[src/rtl/shift_xcvr_if.sv]
// Bundle of the shift engine's control, parallel and serial signals.
// The slave modport is the engine's view; master is the driving side.
interface shift_xcvr_if #(
   parameter int WIDTH = 8
);
   logic                           start;
   logic [WIDTH-1:0]               din;
   logic                           msb_first;
   logic                           shift_en;
   logic                           sin;
   logic                           sout;
   logic [WIDTH-1:0]               dout;
   logic                           busy;
   logic                           eos;
   logic [$clog2(WIDTH+1)-1:0]     bit_cnt;

   modport slave (
      input  start, din, msb_first, shift_en, sin,
      output sout, dout, busy, eos, bit_cnt
   );

   modport master (
      output start, din, msb_first, shift_en, sin,
      input  sout, dout, busy, eos, bit_cnt
   );
endinterface

[src/rtl/shift_xcvr.sv]
// Full-duplex WIDTH-bit shift engine: loads a word, shifts it out on sout
// while capturing sin, then pulses eos and publishes the received word.
module shift_xcvr #(
   parameter int   WIDTH      = 8,
   parameter logic IDLE_LEVEL = 1'b0
) (
   input  logic       clk,
   input  logic       rst_n,
   shift_xcvr_if.slave bus
);
   localparam int             CW   = $clog2(WIDTH + 1);
   localparam logic [CW-1:0]  LAST = CW'(WIDTH - 1);

   typedef enum logic [1:0] {
      IDLE  = 2'd0,
      SHIFT = 2'd1,
      DONE  = 2'd2
   } state_t;

   state_t           state_r;
   logic [WIDTH-1:0] sreg_r;
   logic [WIDTH-1:0] shifted_s;
   logic [WIDTH-1:0] dout_r;
   logic [CW-1:0]    cnt_r;
   logic             ord_r;
   logic             busy_r;
   logic             eos_r;
   logic             sout_r;

   function automatic logic out_bit(input logic [WIDTH-1:0] w, input logic msb);
      return msb ? w[WIDTH-1] : w[0];
   endfunction

   // Register value after one shift tick in the captured order.
   always_comb begin
      shifted_s = {WIDTH{1'b0}};
      if (ord_r) begin
         shifted_s = {sreg_r[WIDTH-2:0], bus.sin};
      end else begin
         shifted_s = {bus.sin, sreg_r[WIDTH-1:1]};
      end
   end

   // Transfer FSM; sout is precomputed from the next register value so it stays registered.
   always_ff @(posedge clk) begin
      if (!rst_n) begin
         state_r <= IDLE;
         sreg_r  <= {WIDTH{1'b0}};
         dout_r  <= {WIDTH{1'b0}};
         cnt_r   <= {CW{1'b0}};
         ord_r   <= 1'b0;
         busy_r  <= 1'b0;
         eos_r   <= 1'b0;
         sout_r  <= IDLE_LEVEL;
      end else begin
         case (state_r)
            IDLE: begin
               eos_r <= 1'b0;
               if (bus.start) begin
                  sreg_r  <= bus.din;
                  ord_r   <= bus.msb_first;
                  cnt_r   <= {CW{1'b0}};
                  sout_r  <= out_bit(bus.din, bus.msb_first);
                  busy_r  <= 1'b1;
                  state_r <= SHIFT;
               end else begin
                  sout_r  <= IDLE_LEVEL;
                  busy_r  <= 1'b0;
               end
            end
            SHIFT: begin
               if (bus.shift_en) begin
                  sreg_r <= shifted_s;
                  cnt_r  <= cnt_r + CW'(1);
                  if (cnt_r == LAST) begin
                     dout_r  <= shifted_s;
                     eos_r   <= 1'b1;
                     sout_r  <= IDLE_LEVEL;
                     state_r <= DONE;
                  end else begin
                     sout_r  <= out_bit(shifted_s, ord_r);
                  end
               end else begin
                  sreg_r <= sreg_r;
               end
            end
            DONE: begin
               cnt_r   <= {CW{1'b0}};
               eos_r   <= 1'b0;
               busy_r  <= 1'b0;
               sout_r  <= IDLE_LEVEL;
               state_r <= IDLE;
            end
            default: begin
               cnt_r   <= {CW{1'b0}};
               eos_r   <= 1'b0;
               busy_r  <= 1'b0;
               sout_r  <= IDLE_LEVEL;
               state_r <= IDLE;
            end
         endcase
      end
   end

   assign bus.sout    = sout_r;
   assign bus.dout    = dout_r;
   assign bus.busy    = busy_r;
   assign bus.eos     = eos_r;
   assign bus.bit_cnt = cnt_r;
endmodule

[src/flat_wrapper.sv]
// flat-port wrapper written by rule: the top's interface ports become plain ports
module shift_xcvr_flat 
#(
   parameter int   WIDTH      = 8,
   parameter logic IDLE_LEVEL = 1'b0
)
  (clk, rst_n, bus_start, bus_din, bus_msb_first, bus_shift_en, bus_sin, bus_sout, bus_dout, bus_busy, bus_eos, bus_bit_cnt);
  shift_xcvr_if #(.WIDTH(WIDTH)) bus_i ();
  input  logic clk;
  input  logic rst_n;
  input wire logic [$bits(bus_i.start)-1:0] bus_start;
  input wire logic [$bits(bus_i.din)-1:0] bus_din;
  input wire logic [$bits(bus_i.msb_first)-1:0] bus_msb_first;
  input wire logic [$bits(bus_i.shift_en)-1:0] bus_shift_en;
  input wire logic [$bits(bus_i.sin)-1:0] bus_sin;
  output wire logic [$bits(bus_i.sout)-1:0] bus_sout;
  output wire logic [$bits(bus_i.dout)-1:0] bus_dout;
  output wire logic [$bits(bus_i.busy)-1:0] bus_busy;
  output wire logic [$bits(bus_i.eos)-1:0] bus_eos;
  output wire logic [$bits(bus_i.bit_cnt)-1:0] bus_bit_cnt;
  assign bus_i.start = bus_start;
  assign bus_i.din = bus_din;
  assign bus_i.msb_first = bus_msb_first;
  assign bus_i.shift_en = bus_shift_en;
  assign bus_i.sin = bus_sin;
  assign bus_sout = bus_i.sout;
  assign bus_dout = bus_i.dout;
  assign bus_busy = bus_i.busy;
  assign bus_eos = bus_i.eos;
  assign bus_bit_cnt = bus_i.bit_cnt;
  shift_xcvr #(.WIDTH(WIDTH), .IDLE_LEVEL(IDLE_LEVEL)) u_core (.clk(clk), .rst_n(rst_n), .bus(bus_i));
endmodule
[config.mk]
export PLATFORM = sky130hd
export DESIGN_NAME = shift_xcvr_flat
export DESIGN_NICKNAME = d
export VERILOG_FILES = /design/src/rtl/shift_xcvr_if.sv /design/src/rtl/shift_xcvr.sv /design/src/flat_wrapper.sv
export SDC_FILE = /design/constraint.sdc
export NUM_CORES = 1
export LEC_CHECK = 0
export CAP_MARGIN = 20
export CORE_MARGIN = 2
export CORE_UTILIZATION = 53
export DETAILED_ROUTE_END_ITERATION = 7
export PLACE_DENSITY = 0.85
export SLEW_MARGIN = 25
export SYNTH_ARGS = -nofsm -noshare
export SYNTH_HDL_FRONTEND = slang
export SYNTH_SLANG_ARGS = --single-unit
[constraint.sdc]
create_clock -name clk -period 4.04 [get_ports clk]
set_clock_uncertainty 0.2 [all_clocks]
set_input_delay 1.212 -clock clk [delete_from_list [all_inputs] [get_ports clk]]
set_output_delay 1.212 -clock clk [all_outputs]
set_load 0.005 [all_outputs]
==> impl_metrics.toml <==
[logic_synthesis]
yosysUniqueCellTypes = 32
yosysSeqAreaShare_pct = 39.9
avgSynthCellArea_sq_um = 10.1
syn_nets = 144
syn_inst = 129
synth_seq_cells = 26
yosys_warnings = 0
netlist_area_sq_um = 1310
yosysTopAreaCell = "dfxtp_1"
yosysTopAreaCellShare_pct = 39.9
ys_top_cells_by_area = "dfxtp_1 (40%), mux2_2 (8.6%), mux2i_1 (7.7%)"

[setup_path]
worstPathCellList = "clkdlybuf4s50_1"
rr_startpoint = "u_core.state_r[0]$_SDFFE_PN0P_"
cp.required_ps = 2630
cp_slowest_cell = "clkdlybuf4s50_1"
critPathMaxFanout = 6
arrival_ps = 1270
path_depth = 1
crit_type = "reg2out"
crit_path_start_kind = "flop"
cp-endpoint = "bus_bit_cnt[2]"
rrSetupSlack_ps = 2220
crit_start = "u_core.bus.bit_cnt[2]$_SDFFE_PN0P_"
path_delay_family = "buffers and inverters"
crit_path_end_kind = "primary output"
path_buf_inv = 1
critPathMaxStageDelay_ps = 530
r2r_cells = 3
r2r-end = "u_core.sreg_r[3]$_SDFFE_PN0P_"

[clock_tree]
cts.hold.buffers_added = 0
cts_tree = "done"
cts_num_sinks = 26
ctsResizeCount = 0
clk_latency_ps = 310
cts-htree-levels = 1
clkTransAtPathRegs_ps = 130
numCtsBuffers = 3
cts_root_buf = "clkbuf_4"
postCtsSetupBuffers = 0
cts_buffer_depth = 2

[timing]
setup_violations = 0
slew_viol_final = 0
fin_crit_sh_pct = 66.4
fin_crit_ps = 2680
rsz0062_at_grt = "no"
max_slew.worst_pin.slew_ps = 606
finalHoldViolations = 0
fin_setup_tns_ps = 0
slew_headroom_pct = 59.4
fmax_ghz = 0.373

[power_and_ir_drop]
power_leakage_uw = 0.000550
power.density_nw_per_um2 = 291
ir_drop_uv = 216

[floorplan]
fp-row-count = 17
start_util_pct = 57.3
io-pin-count = 29
fp.dieH_microns = 53.6
dieArea_sq_um = 2880
core_sq_um = 2280
die_w_microns = 53.6

[cells_and_area]
fin_nets = 168
layout_common_cells = "clkdlybuf4s50_1 (28), dfxtp_1 (26), a21oi_1 (12), mux2_2 (10), mux2i_1 (10)"
final_common_cell = "clkdlybuf4s50_1"
final_core_util_pct = 69.3
diodes = 0
drive_gt1_share_pct = 11.3
syn_to_final_growth_pct = 20.9

[place]
portBuffers = 28
gp_congestion = 0.820
dp_hpwl_mm = 2.17

[run]
max-cap-violations = 0

[route]
firstDrtPassIters = 4
routedWlPerCell_microns = 16.3
drc = 0
detail-route-antenna-nets = 0
drt-total-wl_mm = 2.92
first_iter_violations = 12
num_vias = 1045
vias_per_cell = 5.84

[hold_path]
holdPathStages = 2
hp-class = "reg2reg"

[global_routing]
overflow = 0
grt_max_degree = 18
grt_pass1_vias = 1054
track_usage_pct = 23.4
antenna_found_initial = 0
grt_pass1_wl_mm = 4.82

[status]
outcome = "finished clean"
==> how the worst min path moves through the flow <==
stage                                   from                       endpoint
5_1_grt         u_core.bus.busy$_SDFFE_PN0N_   u_core.bus.busy$_SDFFE_PN0N_
3_5_place_dp   u_core.sreg_r[0]$_SDFFE_PN0P_  u_core.sreg_r[0]$_SDFFE_PN0P_
6_report        u_core.bus.busy$_SDFFE_PN0N_   u_core.bus.busy$_SDFFE_PN0N_
4_1_cts         u_core.bus.busy$_SDFFE_PN0N_   u_core.bus.busy$_SDFFE_PN0N_
3_3_place_gp    u_core.bus.busy$_SDFFE_PN0N_   u_core.bus.busy$_SDFFE_PN0N_
2_1_floorplan  u_core.sreg_r[0]$_SDFFE_PN0P_  u_core.sreg_r[0]$_SDFFE_PN0P_
==> synth_stat cells (all sizes together) <==
| master | number |
|---|---|
| nand3b | 4 |
| and2b | 1 |
| dfxtp | 26 |
| clkbuf | 1 |
| inv | 1 |
| o31ai | 1 |
| a21oi | 12 |
| nor3 | 8 |
| a21boi | 2 |
| and3 | 2 |
| a311oi | 1 |
| nand2 | 4 |
| nor2 | 3 |
| o21ai | 1 |
| mux2i | 11 |
| nor2b | 2 |
| nor3b | 9 |
| mux2 | 10 |
| a32oi | 1 |
| and3b | 2 |
| nand2b | 3 |
| o21a | 2 |
| ha | 1 |
| buf | 8 |
| a2bb2oi | 1 |
| nand3 | 4 |
| o2bb2ai | 8 |
==> logic make-up (layout without fill, tap and decap cells) <==
kind of cell,count (synthesis),in the layout,share of synthesized area (%)
fa+ha+maj,1,1,0.959
buf+inv,10,32,5.46
flops,26,26,39.9
simple gates,42,42,19.9
compound gates,29,29,15.7
mux,21,21,18.0
==> metrics by stage <==
step | total power, uW | area (sq um) | hold WS [ps] | std cells | setup slack [ps]
detailed placement | 355 | 1550 | 251 | 176 | 1110
finish | 458 | 1580 | 277 | 179 | 1360
floorplan | 331 | 1310 | 227 | 129 | 1860
CTS | 460 | 1580 | 281 | 179 | 1360
global route | 477 | 1580 | 293 | 179 | 1300
global placement | 352 | 1550 | 242 | 176 | 1200
==> layout make-up <==
type	instances	area, sq um
flip-flops and latches	26	520
multi-input cells	93	716
inverters	1	3.75
fillers	183	698
well taps	28	35.0
repair buffers	28	280
clock buffers	3	22.5
==> report_power, final <==
group / switching [uW] / leakage (uW) / total, uW / internal (uW)
Sequential: 10.8 / 0.000212 / 277 / 266
Clock: 73.6 / 0.0000138 / 108 / 34.8
Combinational: 32.6 / 0.000325 / 73.3 / 40.7
Total: 117 / 0.000550 / 458 / 341
==> per-layer routing <==
layer  GRT usage (%)  part of all wire (%)  wire length (microns)  vias up
met5               0                     0                      0        -
met4            7.69                  0.55                     16        0
met3            3.33                   3.4                     99        2
met2            42.4                    49                   1430       23
met1            28.1                    47                   1370      497
li1                -                     -                      -      523
==> sequential cells by signal, indices dropped and copies added, names as in the netlist <==
| signal | count |
|---|---|
| u_core.bus.bit_cnt | 4 |
| u_core.bus.busy | 1 |
| u_core.state_r | 2 |
| u_core.sreg_r | 8 |
| u_core.bus.sout | 1 |
| u_core.bus.dout | 8 |
| u_core.bus.eos | 1 |
| u_core.ord_r | 1 |
No activity file was read; power rests on OpenSTA's default activity.
